`src/rtl/i2c_target_regfile_pkg.sv`:
```
// i2c_pkg: shared types and constants for the I2C target register file.
package i2c_pkg;

    // Target protocol states. The *_ACK states cover the ninth SCL period of a byte.
    typedef enum logic [3:0] {
        ST_IDLE,
        ST_ADDR,
        ST_ADDR_ACK,
        ST_IGNORE,
        ST_PTR,
        ST_PTR_ACK,
        ST_WDATA,
        ST_WDATA_ACK,
        ST_RDATA,
        ST_RDATA_ACK
    } i2c_tgt_state_t;

    // Level of SDA during the acknowledge bit.
    localparam logic I2C_ACK  = 1'b0;
    localparam logic I2C_NACK = 1'b1;

endpackage

```
`src/rtl/i2c_target_regfile_line_cond.sv`:
```
// i2c_line_cond: conditions one asynchronous I2C pad input.
// Two-flop synchroniser, optional spike filter (I2C_TGT_SPIKE_FILTER_EN),
// then one stage of history to produce single-clk rise/fall pulses.
module i2c_line_cond #(
    parameter int FILT_LEN = 3
) (
    input  logic clk,
    input  logic rst,
    input  logic line_i,
    output logic level_o,
    output logic rise_o,
    output logic fall_o
);

    logic meta_q;
    logic sync_q;
    logic lvl;
    logic prev_q;

    // Synchroniser; resets to the idle-high bus level so no edge is seen at reset.
    always_ff @(posedge clk) begin
        if (rst) begin
            meta_q <= 1'b1;
            sync_q <= 1'b1;
        end else begin
            meta_q <= line_i;
            sync_q <= meta_q;
        end
    end

`ifdef I2C_TGT_SPIKE_FILTER_EN
    localparam int CW = (FILT_LEN > 1) ? $clog2(FILT_LEN) : 1;

    logic [CW-1:0] cnt_q;
    logic          filt_q;

    // Accept a new level only after it has differed from the filtered level for FILT_LEN clks.
    always_ff @(posedge clk) begin
        if (rst) begin
            cnt_q  <= '0;
            filt_q <= 1'b1;
        end else if (sync_q == filt_q) begin
            cnt_q <= '0;
        end else if (cnt_q == CW'(FILT_LEN - 1)) begin
            cnt_q  <= '0;
            filt_q <= sync_q;
        end else begin
            cnt_q <= cnt_q + 1'b1;
        end
    end

    assign lvl = filt_q;
`else
    // FILT_LEN only matters when the filter is built in.
    logic unused_filt_len;
    assign unused_filt_len = (FILT_LEN > 0);

    assign lvl = sync_q;
`endif

    // History stage for edge detection.
    always_ff @(posedge clk) begin
        if (rst) begin
            prev_q <= 1'b1;
        end else begin
            prev_q <= lvl;
        end
    end

    assign level_o = lvl;
    assign rise_o  = lvl & ~prev_q;
    assign fall_o  = ~lvl & prev_q;

endmodule

```
`src/rtl/i2c_target_regfile.sv`:
```
// i2c_target_regfile: I2C target with a pointer-addressed byte register file
// and a local SoC-side port onto the same storage.
// Optional SCL/SDA spike filter: define I2C_TGT_SPIKE_FILTER_EN.
module i2c_target_regfile
    import i2c_pkg::*;
#(
    parameter logic [6:0] TGT_ADDR = 7'h50,
    parameter int         DEPTH    = 16,
    parameter int         FILT_LEN = 3
) (
    input  logic                     clk,
    input  logic                     rst,
    input  logic                     scl_i,
    input  logic                     sda_i,
    output logic                     sda_oe,
    input  logic [$clog2(DEPTH)-1:0] loc_addr,
    input  logic                     loc_we,
    input  logic [7:0]               loc_wdata,
    output logic [7:0]               loc_rdata,
    output logic                     wr_done,
    output logic                     busy
);

    localparam int AW = $clog2(DEPTH);

    logic scl_lvl, scl_rise, scl_fall;
    logic sda_lvl, sda_rise, sda_fall;
    logic start_det, stop_det, rx_done;

    i2c_tgt_state_t state_q, state_d;
    logic [3:0]     bitcnt_q, bitcnt_d;
    logic [7:0]     shreg_q, shreg_d;
    logic [AW-1:0]  ptr_q, ptr_d, ptr_inc;
    logic           sda_oe_q, sda_oe_d;
    logic           busy_q, busy_d;
    logic           wr_flag_q, wr_flag_d;
    logic           wr_done_q, wr_done_d;
    logic           rw_q, rw_d;
    logic           rf_we;
    logic [7:0]     regfile_q [DEPTH];

    i2c_line_cond #(.FILT_LEN(FILT_LEN)) u_scl_cond (
        .clk     (clk),
        .rst     (rst),
        .line_i  (scl_i),
        .level_o (scl_lvl),
        .rise_o  (scl_rise),
        .fall_o  (scl_fall)
    );

    i2c_line_cond #(.FILT_LEN(FILT_LEN)) u_sda_cond (
        .clk     (clk),
        .rst     (rst),
        .line_i  (sda_i),
        .level_o (sda_lvl),
        .rise_o  (sda_rise),
        .fall_o  (sda_fall)
    );

    assign start_det = sda_fall & scl_lvl;
    assign stop_det  = sda_rise & scl_lvl;
    // Eight bits have been clocked in and SCL has just dropped: time to answer.
    assign rx_done   = scl_fall && (bitcnt_q == 4'd8);
    assign ptr_inc   = ptr_q + 1'b1;

    // Protocol FSM next-state logic; START/STOP override every state.
    always_comb begin
        // NOTE: every variable written here gets a default first, so no latch is inferred.
        state_d   = state_q;
        bitcnt_d  = bitcnt_q;
        shreg_d   = shreg_q;
        ptr_d     = ptr_q;
        sda_oe_d  = sda_oe_q;
        busy_d    = busy_q;
        wr_flag_d = wr_flag_q;
        wr_done_d = 1'b0;
        rw_d      = rw_q;
        rf_we     = 1'b0;

        if (start_det) begin
            state_d  = ST_ADDR;
            bitcnt_d = 4'd0;
            sda_oe_d = 1'b0;
            busy_d   = 1'b0;
        end else if (stop_det) begin
            state_d   = ST_IDLE;
            sda_oe_d  = 1'b0;
            busy_d    = 1'b0;
            wr_done_d = wr_flag_q;
            wr_flag_d = 1'b0;
        end else begin
            // Receive-side states all shift SDA in on SCL rise.
            if ((state_q == ST_ADDR || state_q == ST_PTR || state_q == ST_WDATA) && scl_rise) begin
                shreg_d  = {shreg_q[6:0], sda_lvl};
                bitcnt_d = bitcnt_q + 4'd1;
            end

            case (state_q)
                ST_ADDR: begin
                    if (rx_done) begin
                        bitcnt_d = 4'd0;
                        if (shreg_q[7:1] == TGT_ADDR) begin
                            sda_oe_d = 1'b1;
                            busy_d   = 1'b1;
                            rw_d     = shreg_q[0];
                            state_d  = ST_ADDR_ACK;
                            if (shreg_q[0]) begin
                                shreg_d = regfile_q[ptr_q];
                            end
                        end else begin
                            state_d = ST_IGNORE;
                        end
                    end
                end
                ST_ADDR_ACK: begin
                    if (scl_fall) begin
                        if (rw_q) begin
                            // First read bit goes out on the same fall that ends the ACK.
                            sda_oe_d = ~shreg_q[7];
                            shreg_d  = {shreg_q[6:0], 1'b0};
                            bitcnt_d = 4'd1;
                            state_d  = ST_RDATA;
                        end else begin
                            sda_oe_d = 1'b0;
                            bitcnt_d = 4'd0;
                            state_d  = ST_PTR;
                        end
                    end
                end
                ST_PTR: begin
                    if (rx_done) begin
                        sda_oe_d = 1'b1;
                        ptr_d    = shreg_q[AW-1:0];
                        state_d  = ST_PTR_ACK;
                    end
                end
                ST_WDATA: begin
                    if (rx_done) begin
                        sda_oe_d  = 1'b1;
                        rf_we     = 1'b1;
                        ptr_d     = ptr_inc;
                        wr_flag_d = 1'b1;
                        state_d   = ST_WDATA_ACK;
                    end
                end
                ST_PTR_ACK, ST_WDATA_ACK: begin
                    if (scl_fall) begin
                        sda_oe_d = 1'b0;
                        bitcnt_d = 4'd0;
                        state_d  = ST_WDATA;
                    end
                end
                ST_RDATA: begin
                    if (scl_fall) begin
                        if (bitcnt_q == 4'd8) begin
                            sda_oe_d = 1'b0;
                            state_d  = ST_RDATA_ACK;
                        end else begin
                            sda_oe_d = ~shreg_q[7];
                            shreg_d  = {shreg_q[6:0], 1'b0};
                            bitcnt_d = bitcnt_q + 4'd1;
                        end
                    end
                end
                ST_RDATA_ACK: begin
                    if (scl_rise) begin
                        if (sda_lvl == I2C_NACK) begin
                            state_d = ST_IGNORE;
                        end else begin
                            ptr_d    = ptr_inc;
                            shreg_d  = regfile_q[ptr_inc];
                            bitcnt_d = 4'd0;
                            state_d  = ST_RDATA;
                        end
                    end
                end
                default: ;
            endcase
        end
    end

    // Protocol state registers.
    always_ff @(posedge clk) begin
        // NOTE: sequential state uses non-blocking assignments so every flop samples pre-edge values.
        if (rst) begin
            state_q   <= ST_IDLE;
            bitcnt_q  <= 4'd0;
            shreg_q   <= 8'h00;
            ptr_q     <= '0;
            sda_oe_q  <= 1'b0;
            busy_q    <= 1'b0;
            wr_flag_q <= 1'b0;
            wr_done_q <= 1'b0;
            rw_q      <= 1'b0;
        end else begin
            state_q   <= state_d;
            bitcnt_q  <= bitcnt_d;
            shreg_q   <= shreg_d;
            ptr_q     <= ptr_d;
            sda_oe_q  <= sda_oe_d;
            busy_q    <= busy_d;
            wr_flag_q <= wr_flag_d;
            wr_done_q <= wr_done_d;
            rw_q      <= rw_d;
        end
    end

    // Register file; the I2C write is issued last so it wins a same-index collision.
    always_ff @(posedge clk) begin
        if (rst) begin
            // NOTE: this memory is reset because its all-zero contents are visible to both ports.
            for (int i = 0; i < DEPTH; i++) begin
                regfile_q[i] <= 8'h00;
            end
        end else begin
            if (loc_we) begin
                regfile_q[loc_addr] <= loc_wdata;
            end
            if (rf_we) begin
                regfile_q[ptr_q] <= shreg_q;
            end
        end
    end

    assign loc_rdata = regfile_q[loc_addr];
    assign sda_oe    = sda_oe_q;
    assign wr_done   = wr_done_q;
    assign busy      = busy_q;

endmodule

```
`config.mk`:
```
export PLATFORM = sky130hd
export DESIGN_NAME = i2c_target_regfile
export DESIGN_NICKNAME = d
export VERILOG_FILES = /design/src/rtl/i2c_target_regfile_pkg.sv /design/src/rtl/i2c_target_regfile_line_cond.sv /design/src/rtl/i2c_target_regfile.sv
export SDC_FILE = /design/constraint.sdc
export NUM_CORES = 1
export LEC_CHECK = 0
export BUFFER_PORTS_ARGS = -buffer_cell sky130_fd_sc_hd__buf_2
export CAP_MARGIN = 20
export CORE_AREA = 10 10 152 154
export CTS_CLUSTER_DIAMETER = 150
export DETAILED_ROUTE_END_ITERATION = 8
export DIE_AREA = 0 0 162 164
export PLACE_DENSITY = 0.76
export SLEW_MARGIN = 20
export SYNTH_ARGS = -nofsm -noshare
export SYNTH_HDL_FRONTEND = slang
export SYNTH_SLANG_ARGS = --single-unit
```
`constraint.sdc`:
```
create_clock -name clk -period 3.02 [get_ports clk]
set_clock_uncertainty 0.2 [all_clocks]
set_input_delay 0.302 -clock clk [delete_from_list [all_inputs] [get_ports clk]]
set_output_delay 0.302 -clock clk [all_outputs]
set_load 0.01 [all_outputs]
```
==> out/metrics.cfg <==
[cts]
postCtsSetupBuffers=0
cts_max_level=4
cts.clk_slew.worst_paths_ns=0.07
cts_tree=built
cts_sinks=163
clockRootBuffer=clkbuf_16
clockBufferDepth=2
worstSkewPairLatency_ns=0.45
cts_buffers=17

[final_layout]
area.growth.synth_to_final_pct=9.38
antenna_cells=0
fill_cells=1636
drive_above_1_share_pct=24.6
ff_latch_area_um2=4540
multi_input_area_um2=6330
fin_nets=1134
finalNonFillerCells=1394
final_area_um2=12400

[power]
power.share.combinational_pct=21.6
pwr-share-seq_pct=44.8
clkPwrFrac_pct=33.6
irDropWorstVdd_uv=363
internal_power_mw=4.19
p_switching_mw=1.97
powerDensity_nw_per_um2=495
p_leak_nw=3.88
power.share.switching_pct=32.0

[timing]
max_freq_mhz=350
hold_viol_final=0
setup_ws_ns=0.161
slew_headroom_pct=44.4
finalMaxSlewViolations=0
holdWs_ns=0.164
rsz0062_at_grt=no
tns_ns=0
fin_crit_sh_pct=94.7
setup_viol=0
worstMarginPinSlew_ns=0.834
period_needed_ns=2.86

[worst_hold_path]
hp-class=in -> reg
min_from=rst

[synthesis]
ys_seq_area_share_pct=39.9
ys_types=70
synth.avg_cell_area_um2=10.3
synth_fp_nets=1131
ys_async_sr_fraction_pct=0
ys_seq_elements=163
synth_edf_count=128
synth_commonest_cells=290 x nand2_1, 132 x o21ai_0, 128 x edfxtp_1, 104 x mux4_2, 52 x nor2_1
syn_inst=1108
yosysTopAreaCellShare_pct=33.8
yosysTopAreaCell=edfxtp_1
yosysWarnings=0
ys.flop_type=edfxtp_1
synth_most_common_cell=nand2_1
synth_area_um2=11400
synth_area_leaders=edfxtp_1 34%, mux4_2 21%, nand2_1 9.6%

[floorplanning]
rows=52
initial_core_util_pct=56.8
die_w_um=162
fp.dieH_um=164
dieArea_um2=26600
ioPinCount=28
core_um2=20000

[route]
drc=0
ant_nets=0
vias=9390
routedWlPerCell_um=26.6
viasPerCell=6.74
drtIter0Drc=1468
wl_um=37000
drt_pass1_iterations=6

[worst_setup_path]
cp.arrival_ns=2.97
crit_type=reg -> reg
crit_fanout=33
startpoint=ptr_q[0]
crit-reg2reg-launch=ptr_q[0]
required_ns=3.13
start_kind=register
critPathCaptureType=register

[grt]
grt_pass1_vias=9172
grt_overflow=0
grt_pass1_wl_um=56300
grt_start_max_net_pins=37
antenna_found_initial=0
grt_usage_pct=28.4

[placed_design]
dp.cells=1360
io_buffers=27
place_congestion=1.00
placed_area_um2=11900
dpl.hpwl_um=26300
pre_cts_ws_ns=0.234

[status]
status=finished clean

[job]
maxCapViolations=0

[final timing paths]
kind                   endpoint  slack, ns  cells after the start
min reg2reg  u_sda_cond.level_o       0.22                      1
max reg2reg          shreg_q[4]       0.16                      8
max                  shreg_q[4]       0.16                      8
min                  state_q[2]       0.16                      3
[cell families (layout without fill, tap and decap cells)]
group / count (synthesis) / after routing / synth area share (%)
simple gates: 453 / 453 / 18.1
compound gates: 216 / 216 / 11.4
flops: 163 / 163 / 39.9
mux: 149 / 149 / 24.6
buf+inv: 113 / 129 / 4.43
xor+xnor: 8 / 8 / 0.781
fa+ha+maj: 6 / 6 / 0.660
[metrics by stage]
stage          util (%)  power (mW)
4_1_cts            62.1        6.12
6_report           62.1        6.16
3_3_place_gp       59.3        4.08
3_5_place_dp       59.3        4.09
5_1_grt            62.1        6.35
2_1_floorplan         -        3.62
[state kept, by name (all words and copies together), names as in the netlist, named ones only]
register            cells
bitcnt_q                4
busy                    1
ptr_q                   4
regfile_q             128
rw_q                    1
sda_oe                  1
shreg_q                 8
state_q                 4
u_scl_cond.level_o      1
u_scl_cond.meta_q       1
u_scl_cond.prev_q       1
u_sda_cond.level_o      1
u_sda_cond.meta_q       1
u_sda_cond.prev_q       1
wr_done                 1
wr_flag_q               1
[layer usage]
metal,GRT usage (%),vias to the layer above,share of wire (%)
met4,15.4,0,5.0
met3,10.8,114,16
met5,0,-,0
met1,36.2,4462,36
met2,41.2,714,43
li1,-,4100,-
[power by group through the flow]
stage / logic [mW] / registers, mW / clock network (mW)
2_1_floorplan: 0.948 / 2.67 / 0
3_3_place_gp: 1.29 / 2.79 / 0
3_5_place_dp: 1.30 / 2.79 / 0
4_1_cts: 1.30 / 2.74 / 2.07
5_1_grt: 1.42 / 2.77 / 2.16
6_report: 1.33 / 2.76 / 2.07
[final cells by class]
class	instances	share of cell area, %
Clock buffer	17	3.42
Inverter	8	0.241
Tap cell	270	2.71
Sequential cell	163	36.5
Timing Repair Buffer	89	5.27
Clock inverter	15	0.955
Multi-Input combinational cell	832	50.9
[critical path: stages (launching register included)]
cell       delay (ns)
dfxtp_1          0.37
inv_1            0.09
ha_2             0.35
buf_12           0.24
mux4_2           0.54
mux2i_1          0.31
nor2_1           0.08
a2111oi_0        0.38
a311oi_1         0.14
[layout by cell type, fill, tap and decap left out, drive strengths merged, types with 7 or more instances in the layout]
cell,count
nand2,290
nor3,16
mux2i,36
or2,12
inv,16
o21ai,144
clkbuf,17
o211ai,8
buf,87
nand3,13
a211oi,7
mux4,104
a21oi,20
dfxtp,35
edfxtp,128
nand2b,13
or3,17
a311oi,7
nor2,64
mux2,9
[what timing repair did]
item,CTS,global route
hold buffers,2,0
setup endpoints to repair,0,1
endpoints found under the hold margin,2,0
gates resized for setup,0,1
Note: power is estimated with default switching activity, not from simulation.
